$ cat src/rtl/oam_dma.sv
// Sprite DMA engine: snoops core writes to $4014, halts the core and copies one page to OAM.
// Optional stall counter on O_stall_cycles is enabled by defining OAM_DMA_STALL_COUNT_EN.
module oam_dma #(
    parameter logic [15:0] DMA_REG_ADDR  = 16'h4014,
    parameter logic [15:0] OAM_DATA_ADDR = 16'h2004,
    parameter int          XFER_LEN      = 256
) (
    input  logic        I_clock,
    input  logic        I_reset,
    input  logic        I_cycle_en,
    input  logic [15:0] I_cpu_addr,
    input  logic [7:0]  I_cpu_wr_data,
    input  logic        I_cpu_rdwr,
    input  logic [7:0]  I_rd_data,
    output logic        O_cpu_ready,
    output logic [15:0] O_addr,
    output logic [7:0]  O_wr_data,
    output logic        O_rdwr,
    output logic        O_busy,
    output logic [15:0] O_stall_cycles
);

    typedef enum logic [2:0] {
        IDLE,
        HALT,
        ALIGN,
        GET,
        PUT
    } state_t;

    localparam logic [7:0] LAST_INDEX = 8'(XFER_LEN - 1);

    state_t     state;
    logic       parity;
    logic [7:0] index;
    logic [7:0] page;
    logic [7:0] latch;
    logic       ready_q;
    logic       trigger_hit;
    logic       halting_read;

    assign trigger_hit  = (state == IDLE) && !I_cpu_rdwr && (I_cpu_addr == DMA_REG_ADDR);
    // The core must see ready low during the very read it is being halted on.
    assign halting_read = (state == HALT) && I_cpu_rdwr;
    assign O_cpu_ready  = ready_q && !halting_read;
    assign O_busy       = (state != IDLE);

    // NOTE: reset is honoured on every clock edge, not only on cycle_en, so an abort takes effect at once.
    always_ff @(posedge I_clock) begin
        if (I_reset) begin
            state   <= IDLE;
            parity  <= 1'b0;
            index   <= 8'h00;
            page    <= 8'h00;
            latch   <= 8'h00;
            ready_q <= 1'b1;
        end else if (I_cycle_en) begin
            parity <= ~parity;
            case (state)
                IDLE: begin
                    if (trigger_hit) begin
                        page  <= I_cpu_wr_data;
                        index <= 8'h00;
                        state <= HALT;
                    end
                end
                HALT: begin
                    if (I_cpu_rdwr) begin
                        ready_q <= 1'b0;
                        state   <= parity ? GET : ALIGN;
                    end
                end
                ALIGN: state <= GET;
                GET: begin
                    latch <= I_rd_data;
                    state <= PUT;
                end
                PUT: begin
                    index <= index + 8'd1;
                    if (index == LAST_INDEX) begin
                        ready_q <= 1'b1;
                        state   <= IDLE;
                    end else begin
                        state <= GET;
                    end
                end
                default: state <= IDLE;
            endcase
        end
    end

    // HALT forwards the core cycle as-is: writes complete, the halting read is repeated next cycle.
    always_comb begin
        O_addr    = I_cpu_addr;
        O_wr_data = I_cpu_wr_data;
        O_rdwr    = I_cpu_rdwr;
        case (state)
            ALIGN: O_rdwr = 1'b1;
            GET: begin
                O_addr = {page, index};
                O_rdwr = 1'b1;
            end
            PUT: begin
                O_addr    = OAM_DATA_ADDR;
                O_wr_data = latch;
                O_rdwr    = 1'b0;
            end
            default: ;
        endcase
    end

`ifdef OAM_DMA_STALL_COUNT_EN
    logic [15:0] stall_count;

    always_ff @(posedge I_clock) begin
        if (I_reset) begin
            stall_count <= 16'h0000;
        end else if (I_cycle_en) begin
            if (trigger_hit) begin
                stall_count <= 16'h0000;
            end else if (!O_cpu_ready) begin
                stall_count <= stall_count + 16'd1;
            end
        end
    end

    assign O_stall_cycles = stall_count;
`else
    assign O_stall_cycles = 16'h0000;
`endif

endmodule

$ cat config.mk
export PLATFORM = sky130hd
export DESIGN_NAME = oam_dma
export DESIGN_NICKNAME = d
export VERILOG_FILES = /design/src/rtl/oam_dma.sv
export SDC_FILE = /design/constraint.sdc
export NUM_CORES = 1
export LEC_CHECK = 0
export ABC_AREA = 1
export BUFFER_PORTS_ARGS = -buffer_cell sky130_fd_sc_hd__buf_2
export CAP_MARGIN = 20
export CORE_UTILIZATION = 43
export CTS_CLUSTER_SIZE = 30
export DETAILED_ROUTE_END_ITERATION = 7
export GPL_ROUTABILITY_DRIVEN = 0
export PLACE_DENSITY = 0.76
export SYNTH_ARGS = -nofsm -noshare
export SYNTH_HDL_FRONTEND = slang
export SYNTH_SLANG_ARGS = --single-unit
$ cat constraint.sdc
create_clock -name I_clock -period 1.3 [get_ports I_clock]
set_input_delay 0.13 -clock I_clock [delete_from_list [all_inputs] [get_ports I_clock]]
set_output_delay 0.13 -clock I_clock [all_outputs]
set_load 0.03 [all_outputs]
Yosys cells after proc, flatten, opt, wreduce, memory -nomap -nowiden:

Index checks and enable logic that the tools add are counted.

* flip-flop bits (word level): 29

* add/subtract/negate cells: 1
* eq/ne operators: 9
* bitwise logic cells: 1
* reduce and logical (&&, ||, !) cells: 16
* multiplexer cells: 13

Operator list (number)
* $pmux 16 s2: 1
* $eq 16x15->1 const B: 1
* $mux 8: 2
* $pmux 8 s2: 1
* $pmux 3 s5: 1
* $reduce_and 3->1: 3
* $add 8x1->8 const B: 1
* $eq 8x8->1 const B: 1
* $eq 3x2->1 const B: 2
* $mux 3: 2
* $ne 2x2->1 const B: 3
* $logic_and 1x1->1: 4
* $pmux 1 s2: 2
* $reduce_and 4->1: 1
* $reduce_bool 2->1: 2
* $eq 3x1->1 const B: 1
* $eq 3x3->1 const B: 1
* $logic_not 3->1: 1
* $mux 1: 3
* $reduce_bool 3->1: 1
* $logic_not 1->1: 2
* $mux 2: 1
* $reduce_and 2->1: 1
* $reduce_or 2->1: 1
* $not 1->1: 1

Depth between registers and ports, before layout:

Gate-level depths: netlist of run 1.

* word-level depth: 5
* depth in mapped cells: 9
* mapped depth without buffers: 9

Worst setup path before layout of run 1:

No wires, ideal clock.

* path kind: reg2out
* start point: register state[2]
* end point: output O_addr[10]
* arrival: 1.588 ns
* data required time: 1.170 ns
* cell stages (with the launch flop): 8
* path buffers: 1
* path slack: -0.418 ns
* path through: dfxtp_1 inv_1 nand2_1 nor2_1 buf_2 nor2_1 inv_1 o21ai_0

* word-level cells in the longest chain between the ends: 2
* elaborated cells between the ends (all ways): 3
* those cells by class: eq/ne (2); mux (1)

RTL lines
* start, declared: RTL line 33 `state_t state;`
* start signal, assigned: RTL line 70 `state <= parity ? GET : ALIGN;`
* $eq 3x3->1 / $eq 3x2->1 (equally long branches): RTL line 97 `case (state)`
* $pmux 16 s2 *: RTL line 97
* end, declared: RTL line 16 `output logic [15:0] O_addr,`

Every way passes the cells marked *; elsewhere a longest branch is shown, timed or not.

Final worst setup path of run 1:

* start point: register state[2]
* end point: output O_addr[2]

The elaborated chain is that of the path after synthesis.

==> flow_metrics.tcl, run 1 <==
set metrics [dict create \
    status "finished with violations" \
    violations "setup timing" \
    worstSkewPairLatency_ns 0.29 \
    critical_path_cell_by_cell "inv_2 -> nand2_4 -> nor2_4 -> clkinvlp_4 -> buf_4 -> nor2_4 -> a21oi_4 -> buf_4" \
    hold_path.class "in -> reg" \
    top_level_ports 79 \
    post_synth_most_frequent_cells "sky130_fd_sc_hd__nand2_1, sky130_fd_sc_hd__o21ai_0, sky130_fd_sc_hd__inv_1" \
    endpoint_kind "primary output" \
    via_count 2405 \
    worst-endpoint-required_ns 1.17 \
    max-clock-path-buffers 2 \
    final-setup-viol-count 55 \
    yosysSeqAreaShare_pct 31.8 \
    first_global_vias 2127 \
    antenna_cells_inserted 0 \
    synth_seq_cells 29 \
    fp.coreArea_sq_um 4030 \
    wl_mm 7.13 \
    post-route-min-period_ns 1.68 \
    cts_htree_levels 2 \
    synth_area_leaders "sky130_fd_sc_hd__dfxtp_1, sky130_fd_sc_hd__nand2_1, sky130_fd_sc_hd__o21ai_0" \
    syn_to_final_growth_pct 75.0 \
    fin_skew_ns 0.00915 \
    cts.sink_count 29 \
    die_width_um 67.1 \
    synth_edf_count 0 \
    syn-instance-count 287 \
    groute.usage.overall_pct 30.0 \
    peakVddDrop_v 0.000636 \
    drc_errors 0 \
    synth-warning-count 0 \
    starting_drt_drc_count 244 \
    start_kind "flop" \
    critPathBufInv 4 \
    setup_total_negative_slack_ns -12.15 \
    synth_area_leader_cell "sky130_fd_sc_hd__dfxtp_1" \
    final_critical_path_setup_slack_ns -0.385 \
    share_of_flip_flops_with_an_asynchronous_set_or_reset_pct 0 \
    pre_cts_slack_ns -0.183 \
    grt_first_pass_wirelength_mm 9.96 \
    drv_cap 0 \
    post-synth-top-area-fraction_pct 31.8 \
    drtPass1Iterations 5 \
    cts_tree "built" \
    clk_pin_slew_ns 0.06 \
    endpoints_failing_hold 0 \
    io_buffer_count 62 \
    fmax_mhz 594 \
    post_synthesis_cell_area_sq_um 1820 \
    cp_slowest_cell "sky130_fd_sc_hd__dfxtp_2" \
    unrepaired_setup_endpoints_after_global_routing "yes" \
    yosysUniqueCellTypes 29 \
    synth.avg_cell_area_sq_um 6.36 \
    layout_cells_sized_above_1_pct 49.5 \
    dpl.cell_count 426 \
    grt_max_degree 22 \
    critical_path.max_stage_delay_ns 0.32 \
    pwr_density_cell_nw_per_um2 867 \
    tritoncts.num_buffers 5 \
    start_util_pct 45.3 \
    place.detailed.hpwl_mm 3.97 \
    grt_remaining_overflow 0 \
    antenna_violating_nets_post_route 0 \
    avgViaCountPerCell 5.44 \
    synth_most_common_cell "sky130_fd_sc_hd__nand2_1" \
    max_slew_violation_count 0 \
    avgRoutedWirePerCell_um 16.1 \
    ys_dominant_reg_cell "sky130_fd_sc_hd__dfxtp_1" \
    die-area_sq_um 4510 \
    antenna_violations_before_repair 0 \
    final_net_count 429 \
    p_leak_nw 1.44 \
    timing.final.crit_share_pct 130 \
    floorplan.die.height_um 67.1 \
    cp_top_family "buffers and inverters" \
    cp_max_fo 4 \
    placementRows 23 \
    timing_worst_setup_path_type "reg -> out" \
    clk_root_buffer_cell "sky130_fd_sc_hd__clkbuf_8" \
    layoutNonFillerInstCount 442 \
    critical_path_arrival_ns 1.55 \
]
[worst paths after layout]
kind	start	to	slack (ns)	cells past startpoint
setup / recovery	state[2]	O_addr[2]	-0.38	8
hold / removal	I_rd_data[6]	latch[6]	0.11	3
setup reg to reg	state[1]	page[1]	-0.23	8
hold reg to reg	latch[6]	latch[6]	0.46	2
[area by class of cell]
cell class                      count  area [sq um]
Tap cell                           50          62.6
Clock inverter                      2          35.0
Inverter                           35           145
Sequential cell                    29           592
Timing Repair Buffer              107           867
Multi-Input combinational cell    214          1420
Clock buffer                        5          68.8
Fill cell                         239           837
[layer usage]
metal  vias up  part of all wire [%]  track usage [%]
met5         -                     0                0
met4         0                   4.3             14.6
met3        31                   9.6             4.56
met2       169                    49             50.7
met1      1081                    38             36.8
li1       1124                     -                -
[power breakdown]
part | leakage (nW) | switching, mW | internal [mW]
registers | 0.237 | 0.0258 | 0.913
clock network | 0.0540 | 0.375 | 0.556
logic | 1.15 | 0.533 | 0.364
[flip-flops by register name, summed over array words and instances, names as in the netlist]
| name | count |
|---|---|
| ready_q | 1 |
| parity | 1 |
| state | 3 |
| index | 8 |
| page | 8 |
| latch | 8 |
[timing repair]
item,in CTS,in global routing
cloned,2,0
hold endpoints to repair,0,0
pin swaps,14,6
hold buffers,0,0
resized for setup,93,57
setup endpoints to repair,46,55
buffers inserted,6,4
[kinds of logic (layout without fill, tap and decap cells)]
| kind of cell | count (synthesis) | count (layout) | synth area share, % |
|---|---|---|---|
| AO/OA/AOI/OAI | 70 | 70 | 20.0 |
| XOR/XNOR | 1 | 1 | 0.480 |
| adder cells (fa/ha/maj) | 1 | 1 | 0.686 |
| buffers and inverters | 61 | 149 | 16.7 |
| flip-flops | 29 | 29 | 31.8 |
| other | 1 | 16 | 0.206 |
| AND/OR/NAND/NOR | 124 | 126 | 30.1 |
[layout by cell type (no fill, tap or decap), drive strengths merged]
| cell | netlist | layout |
|---|---|---|
| a21oi | 25 | 25 |
| nand3 | 21 | 21 |
| xnor2 | 1 | 1 |
| nor3 | 9 | 9 |
| clkbuf | 6 | 7 |
| dfxtp | 29 | 29 |
| conb | 1 | 16 |
| a22o | 3 | 3 |
| o22ai | 1 | 1 |
| o21a | 1 | 1 |
| nand4 | 2 | 2 |
| inv | 35 | 34 |
| nand3b | 1 | 1 |
| bufinv | 0 | 1 |
| or2 | 1 | 1 |
| buf | 20 | 105 |
| nand2 | 55 | 57 |
| o21ai | 40 | 40 |
| clkinv | 0 | 1 |
| ha | 1 | 1 |
| clkinvlp | 0 | 1 |
| nor2 | 35 | 35 |
[metrics by stage]
step	utilization [%]	hold slack [ns]	instance area [sq um]	total power, mW
floorplan	-	0.192	2040	1.41
global placement	63.0	0.383	2540	1.60
detailed placement	63.0	0.390	2540	1.61
CTS	74.7	0.103	3010	2.65
global route	79.2	0.124	3190	2.87
finish	79.2	0.109	3190	2.77
[worst register-to-register path: stages (launching register included)]
cell	delay [ns]
sky130_fd_sc_hd__dfxtp_4	0.36
sky130_fd_sc_hd__nor2_2	0.14
sky130_fd_sc_hd__buf_4	0.14
sky130_fd_sc_hd__nand2_4	0.06
sky130_fd_sc_hd__nor2_4	0.10
sky130_fd_sc_hd__nand3_4	0.19
sky130_fd_sc_hd__nor2_4	0.25
sky130_fd_sc_hd__o21ai_0	0.13
sky130_fd_sc_hd__nor2_1	0.11
Note: power is estimated with default switching activity, not from simulation.
==> inputs of run 2 (changes only) <==
--- a/config.mk
+++ b/config.mk
@@ -12,7 +12,7 @@
 export CTS_CLUSTER_SIZE = 30
 export DETAILED_ROUTE_END_ITERATION = 7
 export GPL_ROUTABILITY_DRIVEN = 0
-export PLACE_DENSITY = 0.76
+export PLACE_DENSITY_LB_ADDON = 0.3
 export SYNTH_ARGS = -nofsm -noshare
 export SYNTH_HDL_FRONTEND = slang
 export SYNTH_SLANG_ARGS = --single-unit
==> run 2 against run 1 <==
The flow still finishes with violations (setup timing). Clock skew shrank 0.0029 ns. Die area is the same. Global-route usage shrank 1.4 points. Count of clock-buffer cells in the layout grew 1. Routed wire length shrank 2.0%. Final area grew 0.24%. Register-to-register slack lost 0.02 ns. Power grew 1.5%. Clock power grew 7%. First-iteration DRC count shrank 13%. Sequential share of layout area is essentially flat. Worst setup slack lost 0.039 ns.
==> flow_metrics.tcl, run 2 (synthesis results as in run 1) <==
set metrics [dict create \
    groute.usage.overall_pct 28.6 \
    cp_slowest_cell "sky130_fd_sc_hd__dfxtp_2" \
    layout.cells.most_common "sky130_fd_sc_hd__buf_4" \
    starting_drt_drc_count 213 \
    clk_root_buffer_cell "sky130_fd_sc_hd__clkbuf_8" \
    avgRoutedWirePerCell_um 15.6 \
    top_level_ports 79 \
    worstSkewPairLatency_ns 0.29 \
    start_util_pct 45.3 \
    pre_cts_slack_ns -0.267 \
    crit-reg2reg-capture "page[5]" \
    unrepaired_setup_endpoints_after_global_routing "yes" \
    status "finished with violations" \
    die-area_sq_um 4510 \
    post-route-min-period_ns 1.72 \
    setup_total_negative_slack_ns -12.21 \
    final_net_count 433 \
    drv_cap 0 \
    first_global_vias 2102 \
    min_delay_worst_endpoint "page[4]" \
    final-setup-viol-count 54 \
    layout_cells_sized_above_1_pct 48.6 \
    antenna_violations_before_repair 0 \
    max_slew_violation_count 0 \
    via_count 2409 \
    clk_pin_slew_ns 0.07 \
    critical_path_cell_by_cell "inv_2 -> nand2_4 -> nor2_4 -> clkinvlp_4 -> buf_6 -> o22ai_4 -> buf_6" \
    pwr_density_cell_nw_per_um2 878 \
    start_kind "flop" \
    max-clock-path-buffers 2 \
    io_buffer_count 62 \
    floorplan.die.height_um 67.1 \
    syn_to_final_growth_pct 75.4 \
    worst-endpoint-required_ns 1.17 \
    grt_first_pass_wirelength_mm 9.58 \
    most-common-layout-cells "sky130_fd_sc_hd__buf_4, sky130_fd_sc_hd__nand2_1, sky130_fd_sc_hd__buf_2" \
    layoutNonFillerInstCount 447 \
    placementRows 23 \
    utilization_pct 79.4 \
    worstReg2RegStart "state[0]" \
    p_leak_nw 1.45 \
    worstHoldPathCells 3 \
    cts_hold_repair.buffers 0 \
    critical_path.max_stage_delay_ns 0.34 \
    dpl.cell_count 427 \
    violations "setup timing" \
    cp_common_cell "sky130_fd_sc_hd__buf_6" \
    fmax_mhz 580 \
    timing_worst_setup_path_type "reg -> out" \
    tritoncts.num_buffers 5 \
    min_from "I_cpu_wr_data[4]" \
    grt_max_degree 22 \
    timing.final.crit_share_pct 133 \
    die_width_um 67.1 \
    hold_path.class "in -> reg" \
    drtPass1Iterations 6 \
    cts_tree "built" \
    final_critical_path_setup_slack_ns -0.424 \
    fin_skew_ns 0.00622 \
    endpoint_kind "primary output" \
    endpoints_failing_hold 0 \
    grt_remaining_overflow 0 \
    cts_htree_levels 2 \
    wl_mm 6.99 \
    largest_registers "index x8, latch x8, page x8" \
    cp_max_fo 4 \
    antenna_cells_inserted 0 \
    drc_errors 0 \
    r2r_slack_ns -0.25 \
    antenna_violating_nets_post_route 0 \
    worstRegToRegCells 9 \
    place.detailed.hpwl_mm 4.02 \
    peakVddDrop_v 0.000702 \
    cts.sink_count 29 \
    critical_path_arrival_ns 1.59 \
    fp.coreArea_sq_um 4030 \
    avgViaCountPerCell 5.39 \
]
==> run 2: what timing repair did <==
item,CTS,global route
setup endpoints to repair,52,54
buffers inserted,10,5
resized for setup,81,49
endpoints found under the hold margin,0,0
pin swaps,11,9
cloned,1,0
==> run 2: area by class of cell <==
class                      instances  area [sq um]
multi-input combinational        213          1400
timing repair buffer             112           886
fill                             254           830
sequential                        29           592
inverter                          35           143
clock buffer                       6          82.6
tap                               50          62.6
clock inverter                     2          37.5
==> run 2: power breakdown <==
part | internal (mW) | switching, mW
combinational | 0.341 | 0.525
sequential | 0.913 | 0.0252
clock | 0.623 | 0.382
==> run 2: worst max path at each step <==
stage | from | to | cells past startpoint
6_report | state[2] | O_addr[0] | 7
5_1_grt | state[2] | O_addr[0] | 7
4_1_cts | state[2] | O_addr[0] | 7
3_5_place_dp | state[0] | O_addr[12] | 7
3_3_place_gp | state[0] | O_addr[12] | 7
2_1_floorplan | state[0] | index[3] | 8
==> run 2: through the flow <==
stage | instance area [sq um] | power [mW] | hold slack, ns
4_1_cts | 3010 | 2.70 | 0.0921
5_1_grt | 3200 | 2.90 | 0.107
3_5_place_dp | 2530 | 1.60 | 0.385
2_1_floorplan | 2040 | 1.41 | 0.192
3_3_place_gp | 2530 | 1.59 | 0.381
6_report | 3200 | 2.81 | 0.0965
==> run 2: routing by layer <==
metal / GRT usage, % / up-vias / wire, um / part of all wire (%)
met5: 0 / - / 0 / 0
met2: 49.9 / 144 / 3410 / 49
met4: 13.8 / 0 / 257 / 3.7
met1: 33.4 / 1112 / 2790 / 40
li1: - / 1124 / - / -
met3: 5.41 / 29 / 531 / 7.6
==> run 2: worst max-delay path: cells and delay by family, from the launching register on <==
kind,cells,cell delay (ns)
compound gates,1,0.14
simple gates,2,0.24
flops,1,0.34
buf+inv,4,0.58
==> inputs of run 3 (changes only) <==
==> constraint.sdc (replaced) <==
create_clock -name I_clock -period 1.56 [get_ports I_clock]
set_input_delay 0.156 -clock I_clock [delete_from_list [all_inputs] [get_ports I_clock]]
set_output_delay 0.156 -clock I_clock [all_outputs]
set_load 0.03 [all_outputs]
==> run 3 against run 2 <==
The flow still finishes with violations (setup timing). Sequential power down 17%. Clock skew shrank 0.0026 ns. Routed wire length is 20% lower. Worst setup slack gained 0.22 ns. Global-route usage fell by 4.2 points. Die area stayed put. Final cell count shrank 6.5%. Power is 29% lower. Register-to-register slack improved by 0.30 ns. Count of clock-buffer cells in the layout up 1. Combinational power fell by 32%. Critical path type unchanged. Largest cell class unchanged. Highest routed layer unchanged.
==> flow_metrics.tcl, run 3 (synthesis results as in run 1) <==
set metrics [dict create \
    grt_first_pass_wirelength_mm 8.18 \
    largest_registers "index x8, latch x8, page x8" \
    fp.coreArea_sq_um 4030 \
    most-common-layout-cells "sky130_fd_sc_hd__nand2_1, sky130_fd_sc_hd__buf_2, sky130_fd_sc_hd__inv_1" \
    max-clock-path-buffers 2 \
    worstRegToRegCells 8 \
    final-setup-viol-count 25 \
    drv_cap 0 \
    total_power_mw 1.99 \
    peakVddDrop_v 0.000401 \
    final_critical_path_setup_slack_ns -0.208 \
    r2r_slack_ns 0.05 \
    grt_max_degree 22 \
    groute.usage.overall_pct 24.4 \
    antenna_cells_inserted 0 \
    drtPass1Iterations 5 \
    cts_hold_repair.buffers 0 \
    worstSkewPairLatency_ns 0.28 \
    violations "setup timing" \
    critical_path_arrival_ns 1.61 \
    layout.cells.most_common "sky130_fd_sc_hd__nand2_1" \
    critical_path.max_stage_delay_ns 0.32 \
    critPathBufInv 4 \
    first_global_vias 1823 \
    tritoncts.num_buffers 5 \
    endpoints_failing_hold 0 \
    worstHoldPathCells 3 \
    avgViaCountPerCell 5.12 \
    status "finished with violations" \
    top_level_ports 79 \
    clk_pin_slew_ns 0.06 \
    worstReg2RegStart "state[0]" \
    cp_common_cell "sky130_fd_sc_hd__buf_6" \
    fmax_mhz 566 \
    pre_cts_slack_ns -0.0382 \
    pwr_density_cell_nw_per_um2 754 \
    cp_max_fo 8 \
    p_leak_nw 1.20 \
    finalHoldWorstSlack_ns 0.127 \
    die_width_um 67.1 \
    io_buffer_count 62 \
    clk_root_buffer_cell "sky130_fd_sc_hd__clkbuf_8" \
    starting_drt_drc_count 194 \
    grt_remaining_overflow 0 \
    utilization_pct 65.4 \
    final_net_count 405 \
    wl_mm 5.58 \
    n_fill_cell 358 \
    place.detailed.hpwl_mm 3.80 \
    drc_errors 0 \
    crit-reg2reg-capture "state[0]" \
    max_slew_violation_count 0 \
    timing_worst_setup_path_type "reg -> out" \
    postPlaceCellArea_sq_um 2220 \
    start_util_pct 45.3 \
    endpoint_kind "primary output" \
    floorplan.die.height_um 67.1 \
    antenna_violating_nets_post_route 0 \
    cts_htree_levels 2 \
    avgRoutedWirePerCell_um 13.4 \
    cp_top_family "buffers and inverters" \
    via_count 2140 \
    cp_slowest_cell "sky130_fd_sc_hd__dfxtp_2" \
    design_area_sq_um 2640 \
    worst-endpoint-required_ns 1.40 \
    timing.final.crit_share_pct 113 \
    antenna_violations_before_repair 0 \
    die-area_sq_um 4510 \
    unrepaired_setup_endpoints_after_global_routing "yes" \
    cts.sink_count 29 \
    min_delay_worst_endpoint "page[2]" \
    hold_path.class "in -> reg" \
    post-route-min-period_ns 1.77 \
    fin_skew_ns 0.00366 \
    syn_to_final_growth_pct 44.4 \
    min_from "I_cpu_wr_data[2]" \
    critical_path_cell_by_cell "inv_2 -> nand2_4 -> nor2_4 -> buf_6 -> clkinvlp_4 -> o22ai_2 -> buf_6" \
    placementRows 23 \
    start_kind "flop" \
    layout_cells_sized_above_1_pct 37.0 \
    cts_tree "built" \
]
## run 3: cell types whose count changed in the layout (fill, tap and decap cells not counted), moves of 4 or more
cell,change
sky130_fd_sc_hd__o21ai_4,-5
sky130_fd_sc_hd__o21ai_0,+10
sky130_fd_sc_hd__o21ai_2,-6
sky130_fd_sc_hd__buf_4,-22
sky130_fd_sc_hd__clkbuf_4,+7
sky130_fd_sc_hd__buf_6,-10
sky130_fd_sc_hd__nand2_1,+6
sky130_fd_sc_hd__nor3_1,+5
sky130_fd_sc_hd__nor2_2,+4
## run 3: how the worst max path moves through the flow
stage	end	startpoint	slack (ns)	cells past startpoint
finish	O_addr[0]	state[2]	-0.21	7
global route	O_addr[0]	state[2]	-0.27	7
CTS	O_addr[5]	state[2]	-0.13	7
detailed placement	O_addr[10]	state[0]	-0.04	7
global placement	O_addr[5]	state[0]	0.02	8
floorplan	O_addr[10]	state[2]	-0.18	7
## run 3: what timing repair did
item | 4_1_cts | 5_1_grt
gates resized for setup | 54 | 40
buffers inserted | 2 | 4
endpoints found under the setup margin | 35 | 37
pin swaps | 6 | 10
## run 3: final cells by class
cell class              count  area, sq um  share of cell area, %
repair buffers             85          626                   23.7
inverters                  35          138                   5.22
well taps                  50         62.6                   2.37
multi-input cells         212         1130                   42.9
flip-flops and latches     29          592                   22.5
clock buffers               7         86.3                   3.28
## run 3: report_power, final
| group | internal, mW | switching (mW) |
|---|---|---|
| Combinational | 0.218 | 0.367 |
| Sequential | 0.761 | 0.0188 |
| Clock | 0.349 | 0.273 |
## run 3: metrics by stage
stage                     std cells  setup TNS, ns
final                           418          -2.85
after global routing            418          -4.35
after CTS                       414          -1.60
after detailed placement        405         -0.229
after global placement          405              0
after floorplan                 302         -0.922
## run 3: tightest hold or removal path: stages
cell and delay, ns:
sky130_fd_sc_hd__buf_2 0.09, sky130_fd_sc_hd__nor3_1 0.04, sky130_fd_sc_hd__nor2_1 0.08
## run 3: per-layer routing
metal	GRT usage, %	part of all wire, %	routed length, um
met5	0	0	0
met4	7.71	2.2	123
met3	6.93	8.4	471
met2	40.6	48	2660
met1	30.2	42	2330
